--- src/rtl/issue_pkg.sv ---
// Shared types and sizes for the in-order issue controller.
package issue_pkg;

  localparam int unsigned NUM_REGS = 32;
  localparam int unsigned REG_AW   = 5;

  typedef enum logic [1:0] {
    RUN,
    CTRL_WAIT,
    FLUSH
  } state_e;

endpackage

--- src/rtl/reg_scoreboard.sv ---
// Pending-write scoreboard: one busy bit per architectural register, x0 never tracked.
module reg_scoreboard
  import issue_pkg::*;
#(
  parameter int unsigned NUM_REGS = issue_pkg::NUM_REGS
) (
  input  logic                i_clk,
  input  logic                i_rst_n,
  input  logic                i_set,
  input  logic [REG_AW-1:0]   i_set_addr,
  input  logic                i_clr,
  input  logic [REG_AW-1:0]   i_clr_addr,
  output logic [NUM_REGS-1:0] o_busy
);

  logic [NUM_REGS-1:0] busy_q, busy_d;

  // Clear first so a same-cycle set of the same register wins.
  always_comb begin
    busy_d = busy_q;
    if (i_clr) busy_d[i_clr_addr] = 1'b0;
    if (i_set) busy_d[i_set_addr] = 1'b1;
    busy_d[0] = 1'b0;
  end

  always_ff @(posedge i_clk) begin
    if (!i_rst_n) begin
      busy_q <= '0;
    end else begin
      busy_q <= busy_d;
    end
  end

  assign o_busy = busy_q;

endmodule

--- src/rtl/issue_ctrl.sv ---
// In-order issue controller: hazard stall, in-flight cap and control-flow serialisation.
module issue_ctrl
  import issue_pkg::*;
#(
  parameter int unsigned NUM_REGS     = issue_pkg::NUM_REGS,
  parameter int unsigned MAX_INFLIGHT = 4,
  parameter int unsigned CNT_W        = 3
) (
  input  logic                i_clk,
  input  logic                i_rst_n,
  input  logic                i_dec_valid,
  output logic                o_dec_ready,
  input  logic [REG_AW-1:0]   i_rs1_addr,
  input  logic [REG_AW-1:0]   i_rs2_addr,
  input  logic                i_rs1_used,
  input  logic                i_rs2_used,
  input  logic [REG_AW-1:0]   i_rd_addr,
  input  logic                i_reg_write,
  input  logic                i_branch,
  input  logic                i_jump,
  input  logic                i_ex_ready,
  output logic                o_issue,
  input  logic                i_reg_write_en,
  input  logic [REG_AW-1:0]   i_reg_write_addr,
  input  logic                i_retire,
  input  logic                i_ctrl_resolved,
  input  logic                i_ctrl_redirect,
  output logic                o_flush,
  output logic [NUM_REGS-1:0] o_busy_regs,
  output logic [CNT_W-1:0]    o_inflight,
  output logic                o_err
);

  logic [NUM_REGS-1:0] busy;
  state_e              state;
  logic [CNT_W-1:0]    inflight;
  logic                flush, err;
  logic                hazard, issue;

  reg_scoreboard #(
    .NUM_REGS (NUM_REGS)
  ) u_scoreboard (
    .i_clk      (i_clk),
    .i_rst_n    (i_rst_n),
    .i_set      (issue & i_reg_write),
    .i_set_addr (i_rd_addr),
    .i_clr      (i_reg_write_en),
    .i_clr_addr (i_reg_write_addr),
    .o_busy     (busy)
  );

  // busy[0] is held at 0, so x0 accesses never hazard.
  assign hazard = (i_rs1_used & busy[i_rs1_addr]) |
                  (i_rs2_used & busy[i_rs2_addr]) |
                  (i_reg_write & busy[i_rd_addr]);

  assign issue = i_rst_n & i_dec_valid & (state == RUN) & ~hazard &
                 (inflight < CNT_W'(MAX_INFLIGHT)) & i_ex_ready;

  always_ff @(posedge i_clk) begin
    if (!i_rst_n) begin
      state    <= RUN;
      flush    <= 1'b0;
      inflight <= '0;
      err      <= 1'b0;
    end else begin
      flush <= 1'b0;
      case (state)
        RUN: begin
          if (issue & (i_branch | i_jump)) state <= CTRL_WAIT;
        end
        CTRL_WAIT: begin
          if (i_ctrl_resolved) begin
            state <= i_ctrl_redirect ? FLUSH : RUN;
            flush <= i_ctrl_redirect;
          end
        end
        FLUSH:   state <= RUN;
        default: state <= RUN;
      endcase

      if (issue & ~i_retire) begin
        inflight <= inflight + 1'b1;
      end else if (~issue & i_retire & (inflight != '0)) begin
        inflight <= inflight - 1'b1;
      end
      if (i_retire & (inflight == '0)) err <= 1'b1;
    end
  end

  assign o_issue     = issue;
  assign o_dec_ready = issue;
  assign o_flush     = flush;
  assign o_busy_regs = busy;
  assign o_inflight  = inflight;
  assign o_err       = err;

endmodule
--- config.mk ---
export PLATFORM = sky130hd
export DESIGN_NAME = issue_ctrl
export DESIGN_NICKNAME = d
export VERILOG_FILES = /design/src/rtl/issue_pkg.sv /design/src/rtl/reg_scoreboard.sv /design/src/rtl/issue_ctrl.sv
export SDC_FILE = /design/constraint.sdc
export NUM_CORES = 1
export LEC_CHECK = 0
export ABC_AREA = 1
export CORE_MARGIN = 2
export CORE_UTILIZATION = 25
export DETAILED_ROUTE_END_ITERATION = 16
export GPL_ROUTABILITY_DRIVEN = 1
export SYNTH_ARGS = -nofsm -noshare
export SYNTH_HDL_FRONTEND = slang
export SYNTH_HIERARCHICAL = 1
export SYNTH_SLANG_ARGS = --single-unit
--- constraint.sdc ---
create_clock -name i_clk -period 2.5 [get_ports i_clk]
set_clock_uncertainty 0.2 [all_clocks]
set_input_delay 0.5 -clock i_clk [delete_from_list [all_inputs] [get_ports i_clk]]
set_output_delay 0.5 -clock i_clk [all_outputs]
set_load 0.02 [all_outputs]
# Word level (Yosys, flattened, before mapping)
# Index checks and enable logic that the tools add are counted.
# word_totals
register_bits,39
elab_cells,67
in_bits,33
output_inout_bits,39
# classes
n_eq_ne,3
mux,18
order_cmp,7
addsub,2
bitwise_logic,23
reduce_logical,8
# ops
cell,n
32-bit 2-to-1 mux,2
32-bit AND,1
32-bit NOT,1
32-bit bitwise OR,1
5-bit by 6-bit less-than comparator with 1-bit output (second input constant),4
1-bit binary-select mux with 5-bit select,3
1-bit AND,14
1-bit demux with 5-bit select,2
5-bit by 1-bit greater-or-equal comparator with 1-bit output (second input constant),2
2-bit 2-to-1 mux,3
3-bit 2-to-1 mux,2
1-bit 2-to-1 mux,5
2-bit one-hot mux with 2 select lines,1
3-bit by 1-bit adder with 3-bit output (second input constant),1
3-bit logical NOT,1
3-bit less-than comparator (second input constant),1
1-bit NOT,3
1-bit bitwise OR,3
3-bit AND reduction,1
3-bit nonzero test,1
3-bit by 1-bit subtractor with 3-bit output (second input constant),1
2-bit by 1-bit == test with 1-bit output (second input constant),1
1-bit logical AND,2
2-bit logical NOT,1
other kinds (4),4

# Logic depth before layout (Yosys ltp)
# logic_depth
word_depth,14
mapped_depth,18

# Modules after synthesis
# Netlist, hierarchy kept.
# by_module_without_submodules
mod,n_inst,area_per_inst_um2,cells_each
issue_ctrl,1,1435.1,278
reg_scoreboard,1,1433.9,203

# Worst setup path after synthesis
# OpenSTA, ideal clock, no wires.
# synth_path
path_type,input -> register
start,input i_rs2_addr[0]
end,register inflight[2] (netlist: o_inflight[2])
path_stages,17
t_arrival_ns,2.124
required_ns,2.185
path_slack_ns,0.061
path_buffers,2
cell_sequence,buf_4 -> buf_4 -> nand2_1 -> nand3_1 -> nand3_1 -> nand2_1 -> nand2_1 -> nand3b_1 -> nand3_2 -> nand2_4 -> nor2_8 -> nand2_4 -> fa_1 -> inv_1 -> nand3_1 -> nand2_1 -> nor2_1
# synth_via
elab_chain_cells,13
word_cells_on_any_way,15
# synth_lines
element,line_no,rtl
start: declaration,issue_ctrl.sv:14,"input logic [REG_AW-1:0] i_rs2_addr,"
1-bit binary-select mux with 5-bit select *,issue_ctrl.sv:54,(i_rs2_used & busy[i_rs2_addr]) |
1-bit 2-to-1 mux (not written as such) *,issue_ctrl.sv:54,
1-bit AND *,issue_ctrl.sv:54,
1-bit bitwise OR *,issue_ctrl.sv:53,assign hazard = (i_rs1_used & busy[i_rs1_addr]) |
1-bit bitwise OR *,issue_ctrl.sv:54,
1-bit NOT *,issue_ctrl.sv:57,assign issue = i_rst_n & i_dec_valid & (state == RUN) & ~hazard &
1-bit AND * (2 in a row),issue_ctrl.sv:57,
1-bit AND *,issue_ctrl.sv:58,(inflight < CNT_W'(MAX_INFLIGHT)) & i_ex_ready;
net o_dec_ready,issue_ctrl.sv:12,"output logic o_dec_ready,"
1-bit NOT,issue_ctrl.sv:84,end else if (~issue & i_retire & (inflight != '0)) begin
1-bit AND (2 in a row),issue_ctrl.sv:84,
2-bit nonzero test (no source line),n/a,
end signal: assignment,issue_ctrl.sv:83,inflight <= inflight + 1'b1;
end signal: assignment,issue_ctrl.sv:85,inflight <= inflight - 1'b1;
end: declaration,issue_ctrl.sv:36,logic [CNT_W-1:0] inflight;
# The timed path passes the listed nets; every way through them passes the cells marked *. The select of a mux whose other input is x is not followed.
# A chain may end at the register's enable or synchronous reset.

# Worst setup path in the final report
# layout_path
start,input i_rst_n
end,register u_scoreboard.busy_q[15] (netlist: u_scoreboard/o_busy[15])
# layout_via
elab_chain_cells,7
# layout_lines
element,line_no,rtl
start: declaration,issue_ctrl.sv:10,"input logic i_rst_n,"
1-bit AND (4 in a row),issue_ctrl.sv:57,
1-bit AND,issue_ctrl.sv:58,
1-bit AND,issue_ctrl.sv:45,".i_set (issue & i_reg_write),"
32-bit 2-to-1 mux,reg_scoreboard.sv:22,if (i_set) busy_d[i_set_addr] = 1'b1;
end signal: assignment,reg_scoreboard.sv:30,busy_q <= busy_d;
end: declaration,reg_scoreboard.sv:16,"logic [NUM_REGS-1:0] busy_q, busy_d;"
# Parallel ways exist; a longest one is shown, timed or not.

==> results.sh <==
export IMPL_hp_class="flip-flop to flip-flop"
export IMPL_place_port_buffers=70
export IMPL_n_fill_cell=1210
export IMPL_max_freq_mhz=403.1
export IMPL_initial_utilization=0.2534
export IMPL_fin_nets=615
export IMPL_chipHeight_um=111.1
export IMPL_syn_avg_cell_area_um2=5.965
export IMPL_drc=0
export IMPL_crit_required_ps=2500
export IMPL_die_area_um2=12350
export IMPL_outcome="finished, final reports clean"
export IMPL_grt_usage=0.1712
export IMPL_cts_tree="done"
export IMPL_wire_per_inst_um=14.95
export IMPL_routed_wirelength_mm=10.84
export IMPL_yosysTopAreaCell="dfxtp_1"
export IMPL_numCtsBuffers=5
export IMPL_synth_most_common_cell="nand2_1"
export IMPL_endpoint_kind="flip-flop"
export IMPL_synth_edf_count=0
export IMPL_drv_cap=0
export IMPL_syn_area_um2=2869
export IMPL_synth_commonest_cells="nand2_1 (199), nand3_1 (89), dfxtp_1 (38)"
export IMPL_synth_ff_type="dfxtp_1"
export IMPL_cts_sinks=38
export IMPL_ys_warnings_count=6
export IMPL_slew_violations=0
export IMPL_gp_congestion=0.9170
export IMPL_hpwl_mm=7.968
export IMPL_yosys_area_top_type_share=0.2652
export IMPL_ff_latch_area_um2=760.7
export IMPL_finalHoldWorstSlack_ps=260.1
export IMPL_cts_root_buf="clkbuf_16"
export IMPL_drt_first_pass_iters=5
export IMPL_clock_latency_ps=280
export IMPL_dr_first_iter_drc_count=289
export IMPL_syn_nets=515
export IMPL_grt_max_degree=32
export IMPL_timing_final_crit_share=0.9923
export IMPL_diodes=0
export IMPL_grt_pass1_wl_mm=17.31
export IMPL_path_class="input pin to flip-flop"
export IMPL_multi_input_area_um2=1938
export IMPL_grt_overflow_total=0
export IMPL_ios=72
export IMPL_cts_buffer_depth=2
export IMPL_finalCriticalPeriod_ps=2481
export IMPL_areaGrowthSynthToFinish_pct=47.67
export IMPL_ys_async_sr_fraction=0
export IMPL_yosys_top_cells_area="dfxtp_1 (27%), nand2_1 (26%), nand3_1 (16%)"
export IMPL_yosysSeqAreaShare=0.2652
export IMPL_ys_seq_elements=38
export IMPL_htreeDepth=2
export IMPL_startpoint_type="input pin"
export IMPL_cp_data_arrival_time_ps=2480
export IMPL_fin_cells=725
export IMPL_hold_viol=0
export IMPL_fin_util=0.3742
export IMPL_die_x_um=111.1
export IMPL_synth_distinct_cells=29
export IMPL_grt_pass1_vias=3359
export IMPL_crit_path_max_fanout=8
export IMPL_setup_viol=0
export IMPL_powerDensity_nw_per_um2=410.0
export IMPL_p_leak_nw=1.633
export IMPL_antenna_found_initial=0
export IMPL_core_area_um2=11320
export IMPL_vias=3585
export IMPL_final_layout_size_suffix_gt1_frac=0.2165
export IMPL_peakVddDrop_uv=290.5
export IMPL_vias_per_cell=4.945
export IMPL_placed_cells=710
export IMPL_synthCells=481
export IMPL_rows=39
export IMPL_clk_pin_slew_ps=60
export IMPL_antenna_left=0
==> final timing paths <==
check,from,endpoint,slack (ps),depth (start not counted)
setup / recovery,i_rst_n,u_scoreboard/o_busy[15],20,13
hold reg to reg,o_err,o_err,260,2
setup reg to reg,u_scoreboard/o_busy[26],u_scoreboard/o_busy[15],170,16
hold / removal,o_err,o_err,260,2
==> placed cells by master, fill, tap and decap left out, types with 2 or more instances in the layout <==
cell type        instances
buf_4                   28
buf_12                   3
nor2_4                   3
dlygate4sd2_1            4
clkbuf_16                5
nand2_2                 13
buf_2                    3
nor2_1                  18
nand3_2                  7
inv_2                   13
inv_1                   17
nand3_1                 85
inv_4                    4
o21ai_0                 10
nor3_4                   4
nand2_1                190
clkbuf_2                 2
nor3_2                   3
a21oi_2                 11
buf_6                   12
dfxtp_1                 38
nor2_2                   2
clkdlybuf4s50_1         58
nand3b_1                 3
a21oi_1                 23
nand2_4                  6
nor3_1                   3
o21ai_1                  4
==> logic make-up after synthesis <==
group | share of synthesized area
other | 0.001307
adders and majority gates | 0.006978
buffers and inverters | 0.09638
DFF | 0.2652
and+or+nand+nor | 0.5451
AOI/OAI and AO/OA | 0.08504
==> registers in the layout, summed over array words and instances, names as in the netlist <==
register	cells
o_flush	1
o_err	1
u_scoreboard/o_busy	31
state	2
o_inflight	3
==> what timing repair did <==
action,in CTS,in global routing
pin swaps,8,23
hold buffers,0,0
cloned,4,1
setup buffers,1,1
gates resized for setup,53,43
setup endpoints to repair,36,35
==> layer usage <==
| metal | vias up | part of all wire | global-route usage |
|---|---|---|---|
| li1 | 1753 | - | - |
| met1 | 1646 | 0.42 | 0.2242 |
| met2 | 165 | 0.48 | 0.2847 |
| met3 | 21 | 0.076 | 0.03171 |
| met4 | 0 | 0.019 | 0.05597 |
| met5 | - | 0 | 0 |
==> stage by stage <==
stage / area, µm² / power (mW) / setup TNS [ps] / setup slack [ps]
after global routing: 4237 / 1.826 / -34.80 / -33.73
after detailed placement: 3895 / 1.089 / -21350 / -767.5
after global placement: 3895 / 1.084 / -19670 / -768.5
after floorplan: 2869 / 0.9072 / 0 / 61.00
final: 4237 / 1.737 / 0 / 19.13
after CTS: 4106 / 1.733 / 0 / 4.949
==> final cells by class <==
cell class                      instances  share of cell area
Sequential cell                        38              0.1796
Inverter                               36             0.03721
Multi-Input combinational cell        389              0.4575
Timing Repair Buffer                  110              0.2469
Clock inverter                          1            0.001181
Timing Repair inverter                  1            0.001772
Tap cell                              143             0.04223
Clock buffer                            7             0.03367
==> power by group <==
part / internal (mW) / total (mW) / switching [mW]
Sequential: 0.625 / 0.646 / 0.0208
Clock: 0.395 / 0.633 / 0.238
Combinational: 0.194 / 0.458 / 0.264
Total: 1.21 / 1.74 / 0.523
==> critical path: stages <==
cell	delay, ps
clkdlybuf4s50_1	470
nand4_1	110
nor3_1	160
buf_4	150
nand2_4	60
buf_4	140
inv_2	60
nand2_4	60
nor2_4	120
nand2_4	80
nor2_4	260
nand2_1	120
a21oi_1	190
Note: power is estimated with default switching activity, not from simulation.
